--- src/rtl/uart_pkg.sv ---
`timescale 1ns/1ps
`default_nettype none
// ============================================================================
// Module   : uart_pkg
// Purpose  : Shared frame constants and FSM state encodings for the UART
//            serializer/deserializer and its bit timer.
// Ports    : none (package)
// Revision : 1.0  initial release
// ============================================================================
package uart_pkg;

  localparam int   DATA_BITS   = 8;
  localparam int   BIT_IDX_W   = $clog2(DATA_BITS);
  localparam logic STOP_LEVEL  = 1'b1;
  localparam logic START_LEVEL = 1'b0;
  localparam logic IDLE_LEVEL  = 1'b1;

  typedef enum logic [2:0] {
    TX_IDLE  = 3'd0,
    TX_START = 3'd1,
    TX_DATA  = 3'd2,
    TX_STOP  = 3'd3,
    TX_DONE  = 3'd4
  } tx_state_e;

  // The frame receiver walks IDLE..STOP; the output register walks IDLE/HOLD
  // on its own so reception continues while a byte is being held.
  typedef enum logic [2:0] {
    RX_IDLE  = 3'd0,
    RX_START = 3'd1,
    RX_DATA  = 3'd2,
    RX_STOP  = 3'd3,
    RX_HOLD  = 3'd4
  } rx_state_e;

endpackage
`default_nettype wire

--- src/rtl/uart_serdes_if.sv ---
`timescale 1ns/1ps
`default_nettype none
// ============================================================================
// Module   : uart_serdes_if
// Purpose  : Bundle of the serial lines and the byte-level handshakes.
// Ports    : slave  - the UART (drives tx/done/d_in/d_ready)
//            master - the user side (drives rx/d_out/start/ack)
// Revision : 1.0  initial release
// ============================================================================
interface uart_serdes_if;
  import uart_pkg::*;

  logic                 rx;
  logic                 tx;
  logic [DATA_BITS-1:0] d_out;
  logic                 start;
  logic                 done;
  logic [DATA_BITS-1:0] d_in;
  logic                 d_ready;
  logic                 ack;

  modport slave  (input  rx, d_out, start, ack,
                  output tx, done, d_in, d_ready);
  modport master (output rx, d_out, start, ack,
                  input  tx, done, d_in, d_ready);
endinterface
`default_nettype wire

--- src/rtl/uart_bit_timer.sv ---
`timescale 1ns/1ps
`default_nettype none
// ============================================================================
// Module   : uart_bit_timer
// Purpose  : Free-running bit-period counter while enabled; strobes at the
//            bit middle and on the last cycle of the bit. Held at zero while
//            disabled so every enable starts a fresh bit.
// Ports    : clk, rst_n - clock, async active-low reset
//            en_i       - count enable
//            mid_o      - mid-bit strobe (one cycle)
//            end_o      - last-cycle-of-bit strobe (one cycle)
// Revision : 1.0  initial release
// ============================================================================
module uart_bit_timer #(
  parameter int CLKS_PER_BIT = 868
) (
  input  wire logic clk,
  input  wire logic rst_n,
  input  wire logic en_i,
  output logic      mid_o,
  output logic      end_o
);
  localparam int            CNT_W   = $clog2(CLKS_PER_BIT);
  // The receiver sees the line one synchronizer stage late, so the mid
  // strobe fires one count early to land on the true bit centre.
  localparam logic [CNT_W-1:0] MID_CNT = CNT_W'(CLKS_PER_BIT / 2 - 1);
  localparam logic [CNT_W-1:0] END_CNT = CNT_W'(CLKS_PER_BIT - 1);

  logic [CNT_W-1:0] cnt_q, cnt_d;

  always_ff @(posedge clk or negedge rst_n) begin
    if (!rst_n) cnt_q <= '0;
    else        cnt_q <= cnt_d;
  end

  always_comb begin
    cnt_d = cnt_q;
    if (!en_i || cnt_q == END_CNT) cnt_d = '0;
    else                           cnt_d = cnt_q + 1'b1;
  end

  assign mid_o = en_i && (cnt_q == MID_CNT);
  assign end_o = en_i && (cnt_q == END_CNT);
endmodule
`default_nettype wire

--- src/rtl/uart_serdes.sv ---
`timescale 1ns/1ps
`default_nettype none
// ============================================================================
// Module   : uart_serdes
// Purpose  : 8N1 UART transmitter and receiver with level (4-phase)
//            handshakes on both byte interfaces. TX and RX are independent.
// Ports    : clk   - single clock, rising edge
//            rst_n - asynchronous active-low reset
//            bus   - uart_serdes_if.slave: rx, tx, d_out, start, done,
//                    d_in, d_ready, ack
// Revision : 1.0  initial release
// ============================================================================
module uart_serdes
  import uart_pkg::*;
#(
  parameter int CLKS_PER_BIT = 868
) (
  input  wire logic    clk,
  input  wire logic    rst_n,
  uart_serdes_if.slave bus
);
  localparam logic [BIT_IDX_W-1:0] LAST_BIT = BIT_IDX_W'(DATA_BITS - 1);

  // --------------------------------------------------------------------------
  // Transmitter
  // --------------------------------------------------------------------------
  tx_state_e              tx_state_q, tx_state_d;
  logic [DATA_BITS-1:0]   tx_shift_q, tx_shift_d;
  logic [BIT_IDX_W-1:0]   tx_bit_q,   tx_bit_d;
  logic                   tx_run, tx_end, tx_mid_unused;
  logic                   tx_line, tx_done;

  assign tx_run = (tx_state_q == TX_START) || (tx_state_q == TX_DATA) ||
                  (tx_state_q == TX_STOP);

  uart_bit_timer #(.CLKS_PER_BIT(CLKS_PER_BIT)) u_tx_timer (
    .clk   (clk),
    .rst_n (rst_n),
    .en_i  (tx_run),
    .mid_o (tx_mid_unused),
    .end_o (tx_end)
  );

  always_ff @(posedge clk or negedge rst_n) begin
    if (!rst_n) begin
      tx_state_q <= TX_IDLE;
      tx_shift_q <= '0;
      tx_bit_q   <= '0;
    end else begin
      tx_state_q <= tx_state_d;
      tx_shift_q <= tx_shift_d;
      tx_bit_q   <= tx_bit_d;
    end
  end

  always_comb begin
    tx_state_d = tx_state_q;
    tx_shift_d = tx_shift_q;
    tx_bit_d   = tx_bit_q;
    case (tx_state_q)
      TX_IDLE:  if (bus.start) tx_state_d = TX_START;
      // d_out is taken at the very end of the start bit so a FIFO read
      // issued when start rises has time to complete.
      TX_START: if (tx_end) begin
        tx_shift_d = bus.d_out;
        tx_bit_d   = '0;
        tx_state_d = TX_DATA;
      end
      TX_DATA:  if (tx_end) begin
        tx_shift_d = tx_shift_q >> 1;
        if (tx_bit_q == LAST_BIT) tx_state_d = TX_STOP;
        else                      tx_bit_d   = tx_bit_q + 1'b1;
      end
      TX_STOP:  if (tx_end) tx_state_d = TX_DONE;
      TX_DONE:  if (!bus.start) tx_state_d = TX_IDLE;
      default:  tx_state_d = TX_IDLE;
    endcase
  end

  // Line level decodes straight from flops; reset forces IDLE and thus
  // a high line without waiting for a clock.
  always_comb begin
    tx_line = IDLE_LEVEL;
    tx_done = 1'b0;
    case (tx_state_q)
      TX_START: tx_line = START_LEVEL;
      TX_DATA:  tx_line = tx_shift_q[0];
      TX_STOP:  tx_line = STOP_LEVEL;
      TX_DONE:  tx_done = 1'b1;
      default:  ;
    endcase
  end

  assign bus.tx   = tx_line;
  assign bus.done = tx_done;

  // --------------------------------------------------------------------------
  // Receiver: synchronizer and frame FSM
  // --------------------------------------------------------------------------
  logic rx_meta_q, rx_sync_q, rx_prev_q;

  always_ff @(posedge clk or negedge rst_n) begin
    if (!rst_n) begin
      rx_meta_q <= 1'b1;
      rx_sync_q <= 1'b1;
      rx_prev_q <= 1'b1;
    end else begin
      rx_meta_q <= bus.rx;
      rx_sync_q <= rx_meta_q;
      rx_prev_q <= rx_sync_q;
    end
  end

  rx_state_e              rx_state_q, rx_state_d;
  logic [DATA_BITS-1:0]   rx_shift_q, rx_shift_d;
  logic [BIT_IDX_W-1:0]   rx_bit_q,   rx_bit_d;
  logic                   rx_run, rx_mid, rx_end, rx_byte_done;

  assign rx_run = (rx_state_q == RX_START) || (rx_state_q == RX_DATA) ||
                  (rx_state_q == RX_STOP);

  uart_bit_timer #(.CLKS_PER_BIT(CLKS_PER_BIT)) u_rx_timer (
    .clk   (clk),
    .rst_n (rst_n),
    .en_i  (rx_run),
    .mid_o (rx_mid),
    .end_o (rx_end)
  );

  always_ff @(posedge clk or negedge rst_n) begin
    if (!rst_n) begin
      rx_state_q <= RX_IDLE;
      rx_shift_q <= '0;
      rx_bit_q   <= '0;
    end else begin
      rx_state_q <= rx_state_d;
      rx_shift_q <= rx_shift_d;
      rx_bit_q   <= rx_bit_d;
    end
  end

  always_comb begin
    rx_state_d = rx_state_q;
    rx_shift_d = rx_shift_q;
    rx_bit_d   = rx_bit_q;
    case (rx_state_q)
      // Edge rather than level, so a low line after a framing error is not
      // mistaken for a new start bit.
      RX_IDLE:  if (rx_prev_q && !rx_sync_q) rx_state_d = RX_START;
      RX_START: begin
        if (rx_mid && rx_sync_q != START_LEVEL) rx_state_d = RX_IDLE;
        else if (rx_end) begin
          rx_bit_d   = '0;
          rx_state_d = RX_DATA;
        end
      end
      RX_DATA:  begin
        if (rx_mid) rx_shift_d = {rx_sync_q, rx_shift_q[DATA_BITS-1:1]};
        if (rx_end) begin
          if (rx_bit_q == LAST_BIT) rx_state_d = RX_STOP;
          else                      rx_bit_d   = rx_bit_q + 1'b1;
        end
      end
      // Leave at mid stop bit so a following start edge is not missed.
      RX_STOP:  if (rx_mid) rx_state_d = RX_IDLE;
      default:  rx_state_d = RX_IDLE;
    endcase
  end

  always_comb begin
    rx_byte_done = 1'b0;
    if (rx_state_q == RX_STOP && rx_mid && rx_sync_q == STOP_LEVEL)
      rx_byte_done = 1'b1;
  end

  // --------------------------------------------------------------------------
  // Receiver: output register, pending slot and 4-phase handshake
  // --------------------------------------------------------------------------
  rx_state_e              dlv_state_q, dlv_state_d;
  logic [DATA_BITS-1:0]   d_in_q, d_in_d;
  logic [DATA_BITS-1:0]   pend_q, pend_d;
  logic                   pend_vld_q, pend_vld_d;
  logic                   dlv_load;

  always_ff @(posedge clk or negedge rst_n) begin
    if (!rst_n) begin
      dlv_state_q <= RX_IDLE;
      d_in_q      <= '0;
      pend_q      <= '0;
      pend_vld_q  <= 1'b0;
    end else begin
      dlv_state_q <= dlv_state_d;
      d_in_q      <= d_in_d;
      pend_q      <= pend_d;
      pend_vld_q  <= pend_vld_d;
    end
  end

  // Loading only while ack is low guarantees ack was seen low since the
  // previous byte was taken.
  assign dlv_load = (dlv_state_q == RX_IDLE) && !bus.ack &&
                    (pend_vld_q || rx_byte_done);

  always_comb begin
    dlv_state_d = dlv_state_q;
    d_in_d      = d_in_q;
    pend_d      = pend_q;
    pend_vld_d  = pend_vld_q;
    case (dlv_state_q)
      RX_HOLD: if (bus.ack) dlv_state_d = RX_IDLE;
      default: if (dlv_load) begin
        dlv_state_d = RX_HOLD;
        d_in_d      = pend_vld_q ? pend_q : rx_shift_q;
      end
    endcase
    // A new byte that is not going straight to d_in lands in the pending
    // slot, overwriting any byte already waiting there.
    if (rx_byte_done && !(dlv_load && !pend_vld_q)) begin
      pend_d     = rx_shift_q;
      pend_vld_d = 1'b1;
    end else if (dlv_load && pend_vld_q) begin
      pend_vld_d = 1'b0;
    end
  end

  assign bus.d_in    = d_in_q;
  assign bus.d_ready = (dlv_state_q == RX_HOLD);
endmodule
`default_nettype wire

--- src/flat_wrapper.sv ---
// flat-port wrapper written by rule: the top's interface ports become plain ports
module uart_serdes_flat import uart_pkg::*;
#(
  parameter int CLKS_PER_BIT = 868
)
  (clk, rst_n, bus_rx, bus_d_out, bus_start, bus_ack, bus_tx, bus_done, bus_d_in, bus_d_ready);
  uart_serdes_if bus_i ();
  input  wire logic clk;
  input  wire logic rst_n;
  input wire logic [$bits(bus_i.rx)-1:0] bus_rx;
  input wire logic [$bits(bus_i.d_out)-1:0] bus_d_out;
  input wire logic [$bits(bus_i.start)-1:0] bus_start;
  input wire logic [$bits(bus_i.ack)-1:0] bus_ack;
  output wire logic [$bits(bus_i.tx)-1:0] bus_tx;
  output wire logic [$bits(bus_i.done)-1:0] bus_done;
  output wire logic [$bits(bus_i.d_in)-1:0] bus_d_in;
  output wire logic [$bits(bus_i.d_ready)-1:0] bus_d_ready;
  assign bus_i.rx = bus_rx;
  assign bus_i.d_out = bus_d_out;
  assign bus_i.start = bus_start;
  assign bus_i.ack = bus_ack;
  assign bus_tx = bus_i.tx;
  assign bus_done = bus_i.done;
  assign bus_d_in = bus_i.d_in;
  assign bus_d_ready = bus_i.d_ready;
  uart_serdes #(.CLKS_PER_BIT(CLKS_PER_BIT)) u_core (.clk(clk), .rst_n(rst_n), .bus(bus_i));
endmodule
--- config.mk ---
export PLATFORM = sky130hd
export DESIGN_NAME = uart_serdes_flat
export DESIGN_NICKNAME = d
export VERILOG_FILES = /design/src/rtl/uart_pkg.sv /design/src/rtl/uart_serdes_if.sv /design/src/rtl/uart_bit_timer.sv /design/src/rtl/uart_serdes.sv /design/src/flat_wrapper.sv
export SDC_FILE = /design/constraint.sdc
export NUM_CORES = 1
export LEC_CHECK = 0
export CAP_MARGIN = 20
export CORE_ASPECT_RATIO = 0.7
export CORE_MARGIN = 2
export CORE_UTILIZATION = 39
export DETAILED_ROUTE_END_ITERATION = 16
export GPL_TIMING_DRIVEN = 0
export HOLD_SLACK_MARGIN = 0.08
export REMOVE_ABC_BUFFERS = 1
export SYNTH_ARGS = -nofsm -noshare
export SYNTH_HDL_FRONTEND = slang
export SYNTH_SLANG_ARGS = --single-unit
--- constraint.sdc ---
create_clock -name clk -period 2.4 [get_ports clk]
set_input_delay 0.6 -clock clk [delete_from_list [all_inputs] [get_ports clk]]
set_output_delay 0.6 -clock clk [all_outputs]
set_load 0.01 [all_outputs]
==> metrics.yaml, run 1 <==
timing:
  clock_skew_ps: 4.86
  max_freq_ghz: 0.438
  fin_crit_ps: 2280
  relSlewSlack_pct: 38.8
  fin_crit_sh_pct: 95.1
  rsz0062_at_grt: "false"
  setup_viol: 0
  worstMarginPinSlew_ps: 914
  hold_violations: 0
  setup_slack_ps: 116
  drv_slew: 0
floorplan:
  ioPinCount: 24
  dieArea_mm2: 0.00893
  core_mm2: 0.00791
  num_rows: 27
  start_util_pct: 40.3
  die_w_um: 112
  die_h_um: 79.6
clock_tree:
  htree_num_levels: 3
  clkSlewWorstSetupHoldPaths_ps: 50
  hold_buffers: 0
  cts_buffers: 9
  clk_latency_ps: 330
  clock-root-buffer: "clkbuf_16"
  cts_tree: "built"
  cts_buffer_depth: 2
  numClockSinks: 68
routing:
  dr.pass1.iters: 4
  wl_um: 5720
  via_count: 2121
  post_drt_wl_per_cell_um: 14.0
  avgViaCountPerCell: 5.17
  first_iter_violations: 73
  drc_errors: 0
  postRouteAntennaNets: 0
layout:
  post-route-util_pct: 48.7
  n_antenna_cell: 0
  drive_gt1_share_pct: 19.4
  final_nets: 324
  syn2layout_area_growth_pct: 20.7
power_and_ir_drop:
  leakage_nw: 1.71
  irDropWorstVdd_mv: 0.509
  totalPowerFinal_mw: 3.25
  power_density_mw_per_mm2: 845
synth:
  synth_fa_ha_area_share_pct: 2.75
  synth_ff_type: "dfrtp_1"
  synth_top_area_share_pct: 51.0
  synth-compound-area-share_pct: 9.85
  avgSynthCellArea_um2: 11.5
  syn_inst: 277
  synthMuxAreaShare_pct: 8.87
  seq_area_frac_synth_pct: 53.5
  yosysUniqueCellTypes: 45
  yosys.area.top_type: "dfrtp_1"
  synthXorXnorAreaFrac_pct: 4.95
  synth.cell_area_mm2: 0.00319
  ys_ff_latch: 68
  yosys.cell_count.top_type: "dfrtp_1"
  async_flop_share_pct: 100
  yosys.area_share.simple_pct: 17.7
  synth-edff-count: 0
  synth_warnings: 0
  synth_common_cells: "65 x dfrtp_1, 25 x nor2_1, 18 x mux2_2, 18 x o21ai_0, 13 x xor2_1"
  synth_top_family_by_area: "simple AND/OR/NAND/NOR gates"
  synth.top_cells.by_area: "dfrtp_1 51%, mux2_2 6.4%, xor2_1 3.6%, nor2_1 2.9%, o21ai_0 2.8%"
worst_setup_path:
  cp.required_ps: 1800
  critPathLaunchType: "flip-flop"
  slowest_delay_ps: 560
  endpoint_kind: "output pin"
  path_cells: "nor2b_1 > o21ai_0 > clkdlybuf4s50_1"
  critPathArrivalTime_ps: 1680
  slowest_stage: "clkdlybuf4s50_1"
  worstPathMaxFanout: 11
  critPathKind: "flip-flop to output pin"
grt:
  grt_pass1_wl_um: 10100
  grt_max_degree: 69
  overflow: 0
  grt_pass1_vias: 1983
  grt_util_all_layers_pct: 14.7
  antenna_found_initial: 0
placement:
  place.gp.congestion: 0.803
  portBuffers: 23
  place_hpwl_um: 3740
  dpl_worst_slack_ps: -83.7
worst_hold_path:
  hold_class: "flip-flop to flip-flop"
run_status:
  status: "completed"
flow_run:
  maxCapViolCount: 0
-- registers in the layout (all words and copies together), names as in the netlist --
| signal | flops |
|---|---|
| u_core.bus.d_in | 8 |
| u_core.dlv_state_q | 1 |
| u_core.pend_q | 8 |
| u_core.pend_vld_q | 1 |
| u_core.rx_bit_q | 3 |
| u_core.rx_meta_q | 1 |
| u_core.rx_prev_q | 1 |
| u_core.rx_shift_q | 8 |
| u_core.rx_state_q | 2 |
| u_core.rx_sync_q | 1 |
| u_core.tx_bit_q | 3 |
| u_core.tx_shift_q | 8 |
| u_core.tx_state_q | 3 |
| u_core.u_rx_timer.cnt_q | 10 |
| u_core.u_tx_timer.cnt_q | 10 |
-- layout by cell type (no fill, tap or decap), types with 7 or more instances in the layout --
cell type	synthesis	routed
clkbuf_16	0	9
clkdlybuf4s50_1	0	22
dfrtp_1	65	63
ha_1	7	7
inv_1	8	8
mux2_2	18	18
mux2i_1	8	8
nand2_1	12	12
nand2b_1	10	10
nand3_1	8	8
nand4_1	10	11
nor2_1	25	25
o21ai_0	18	18
o221a_2	8	8
xor2_1	13	13
-- layout make-up --
type	count	area, um^2
Multi-Input combinational cell	191	1420
Clock buffer	11	243
Sequential cell	68	1710
Tap cell	101	126
Fill cell	758	4060
Clock inverter	5	75.1
Timing Repair Buffer	26	248
Inverter	8	30.0
-- where the power goes --
part           leakage (nW)  total (mW)  internal [mW]  switching, mW
Sequential            0.856        1.42           1.26          0.157
Clock                 0.159        1.39          0.931          0.460
Combinational         0.691       0.440          0.232          0.207
-- kinds of logic (layout without fill, tap and decap cells) --
group | count (synthesis) | in the layout
AOI/OAI and AO/OA | 43 | 43
xor gates and xnor gates | 18 | 18
adders and majority gates | 7 | 7
buffers and inverters | 19 | 50
DFF | 68 | 68
muxes | 26 | 26
and+or+nand+nor | 96 | 97
-- final timing paths --
| kind | endpoint | cells past startpoint | start | slack (ps) |
|---|---|---|---|---|
| worst max-delay path | bus_tx | 3 | u_core.tx_state_q[0] | 120 |
| worst min-delay path | u_core.rx_sync_q | 0 | u_core.rx_meta_q | 350 |
| worst max register to register | u_core.tx_state_q[0] | 5 | u_core.u_tx_timer.cnt_q[0] | 340 |
| worst min register to register | u_core.rx_sync_q | 0 | u_core.rx_meta_q | 350 |
| max in group asynchronous | u_core.tx_state_q[0] | 1 | rst_n | 1430 |
| min in group asynchronous | u_core.u_rx_timer.cnt_q[4] | 1 | rst_n | 380 |
-- critical path: cells and delay by family, from the launching register on --
family / cells / cell delay [ps]
buffers and inverters: 1 / 560
AO/OA/AOI/OAI: 1 / 160
flip-flops: 1 / 480
AND/OR/NAND/NOR: 1 / 150
-- through the flow --
stage	std cells	hold WS [ps]	instance area [um^2]	TNS [ps]
6_report	410	354	3850	0
5_1_grt	410	356	3850	0
4_1_cts	407	354	3820	0
3_5_place_dp	390	347	3500	-463
3_3_place_gp	390	348	3500	-106760
2_1_floorplan	266	304	3140	0
-- what timing repair did --
item / CTS / global route
gates cloned: 1 / 0
gates resized for setup: 0 / 2
setup endpoints to repair: 3 / 4
setup buffers: 0 / 2
-- routing by layer --
layer	GRT usage [%]	wire, um	vias up
met5	0	0	-
met2	20.8	2440	31
met4	5.37	92	0
li1	-	-	1061
met1	20.3	2980	1020
met3	5.77	206	9
(Power assumes the default switching activity.)
==> inputs of run 2 (changes only) <==
Settings changed: CORE_MARGIN 2 to 5, SETUP_SLACK_MARGIN set to 0.02.
Clock period 2.4 ns to 2.55 ns, I/O delays scaled along.
==> run 2 against run 1 <==
Compared with the run above:
- count of clock-buffer cells in the layout is 3 higher
- setup slack better by 62 ps
- hold slack hardly changed
- clock power is 12% lower
- critical endpoint unchanged
- largest cell class unchanged
==> metrics.yaml, run 2 (same netlist as run 1, synthesis figures left out) <==
placement:
  portBuffers: 23
  place_hpwl_um: 3780
  place_area_mm2: 0.00350
  place.gp.congestion: 0.792
worst_hold_path:
  worstHoldStart: "u_core.rx_meta_q"
  hold_class: "flip-flop to flip-flop"
clock_tree:
  cts_tree: "built"
  clk_latency_ps: 330
  numClockSinks: 68
  cts_buffers: 9
  cts_resized: 0
  clock-root-buffer: "clkbuf_16"
  htree_num_levels: 3
  cts_buffer_depth: 2
  clkSlewWorstSetupHoldPaths_ps: 50
  post-cts-setup-buffer-count: 0
timing:
  clock_skew_ps: 9.47
  fin_crit_ps: 2370
  hold_violations: 0
  relSlewSlack_pct: 38.1
  max_freq_ghz: 0.422
  setup_viol: 0
  rsz0062_at_grt: "false"
  worstMarginPinSlew_ps: 925
  drv_slew: 0
  fin_crit_sh_pct: 93.0
layout:
  reg_top3: "u_core.u_rx_timer.cnt_q (10), u_core.u_tx_timer.cnt_q (10)"
  final_common_cell: "dfrtp_1"
  syn2layout_area_growth_pct: 19.5
  final_nets: 322
  n_antenna_cell: 0
  fillCellCount: 750
  post-route-util_pct: 48.2
  most-common-layout-cells: "65 x dfrtp_1, 25 x nor2_1, 22 x clkdlybuf4s50_1, 18 x o21ai_0, 18 x mux2_2"
  finalInstanceArea_mm2: 0.00381
  drive_gt1_share_pct: 17.6
power_and_ir_drop:
  irDropWorstVdd_mv: 0.600
  leakage_nw: 1.69
  power_density_mw_per_mm2: 787
  totalPowerFinal_mw: 3.00
worst_setup_path:
  endpoint_kind: "output pin"
  critPathKind: "flip-flop to output pin"
  worstPathMaxFanout: 11
  setup.worst_path.start: "u_core.tx_state_q[0]"
  reg2reg_slack_ps: 220
  critPathArrivalTime_ps: 1730
  cp.required_ps: 1910
  reg2reg_from: "u_core.u_tx_timer.cnt_q[0]"
  critPathLaunchType: "flip-flop"
run_status:
  status: "completed"
routing:
  first_iter_violations: 69
  via_count: 2146
  wl_um: 5850
  dr.pass1.iters: 4
  drc_errors: 0
  avgViaCountPerCell: 5.26
  post_drt_wl_per_cell_um: 14.3
  postRouteAntennaNets: 0
floorplan:
  die_w_um: 118
  num_rows: 27
  dieArea_mm2: 0.0101
  ioPinCount: 24
  die_h_um: 85.6
  start_util_pct: 40.3
  core_mm2: 0.00791
grt:
  grt_util_all_layers_pct: 12.8
  antenna_found_initial: 0
  grt_pass1_wl_um: 10400
  overflow: 0
  grt_max_degree: 69
  grt_pass1_vias: 2151
flow_run:
  maxCapViolCount: 0
==> run 2: cell count changes in the layout (fill, tap and decap cells not counted), sizes merged <==
cell / previous run / this run
buf: 3 / 2
clkinv: 3 / 1
bufinv: 2 / 1
clkbuf: 12 / 14
==> run 2: routing by layer <==
layer	vias to the layer above	track usage [%]	part of all wire, %
met1	1047	17.9	51
met2	38	17.8	44
met5	-	0	0
met3	7	5.47	4.3
li1	1054	-	-
met4	0	4.06	1.2
==> run 2: timing repair <==
action                                 in CTS  in global routing
endpoints found under the hold margin       0                  0
setup endpoints to repair                   0                  3
hold buffers                                0                  0
==> run 2: critical path: stages, from the launching register on <==
cell and delay (ps):
dfrtp_1 490, nor2b_1 190, o21ai_0 170, clkdlybuf4s50_1 560
==> run 2: power breakdown <==
part / leakage (nW) / internal [mW] / switching (mW)
combinational: 0.684 / 0.220 / 0.200
sequential: 0.859 / 1.19 / 0.155
clock: 0.147 / 0.809 / 0.426
==> run 2: area by class of cell <==
type	instances	area, um^2	area share [%]
sequential	68	1710	44.7
multi-input combinational	191	1420	37.2
clock buffer	14	264	6.93
timing repair buffer	24	233	6.11
tap	101	126	3.32
clock inverter	2	35.0	0.919
inverter	8	30.0	0.788
==> run 2: stage by stage <==
step / hold slack, ps / TNS (ps) / setup slack (ps) / cells
finish: 354 / 0 / 178 / 408
global route: 362 / 0 / 20.6 / 408
CTS: 355 / 0 / 43.7 / 406
detailed placement: 347 / 0 / 45.5 / 390
global placement: 347 / -98720 / -1490 / 390
floorplan: 342 / 0 / 384 / 266
==> run 2: worst paths after layout <==
kind,to,depth (start not counted)
max in group asynchronous,u_core.tx_shift_q[3],1
max,bus_tx,3
min in group asynchronous,u_core.bus.d_in[0],1
min reg2reg,u_core.rx_sync_q,0
max reg2reg,u_core.tx_bit_q[1],5
min,u_core.rx_sync_q,0
==> inputs of run 3 (changes only) <==
Settings changed: HOLD_SLACK_MARGIN 0.08 to unset.
==> results of run 3 <==
No change in the layout: final DEF, timing and power equal those of run 2.
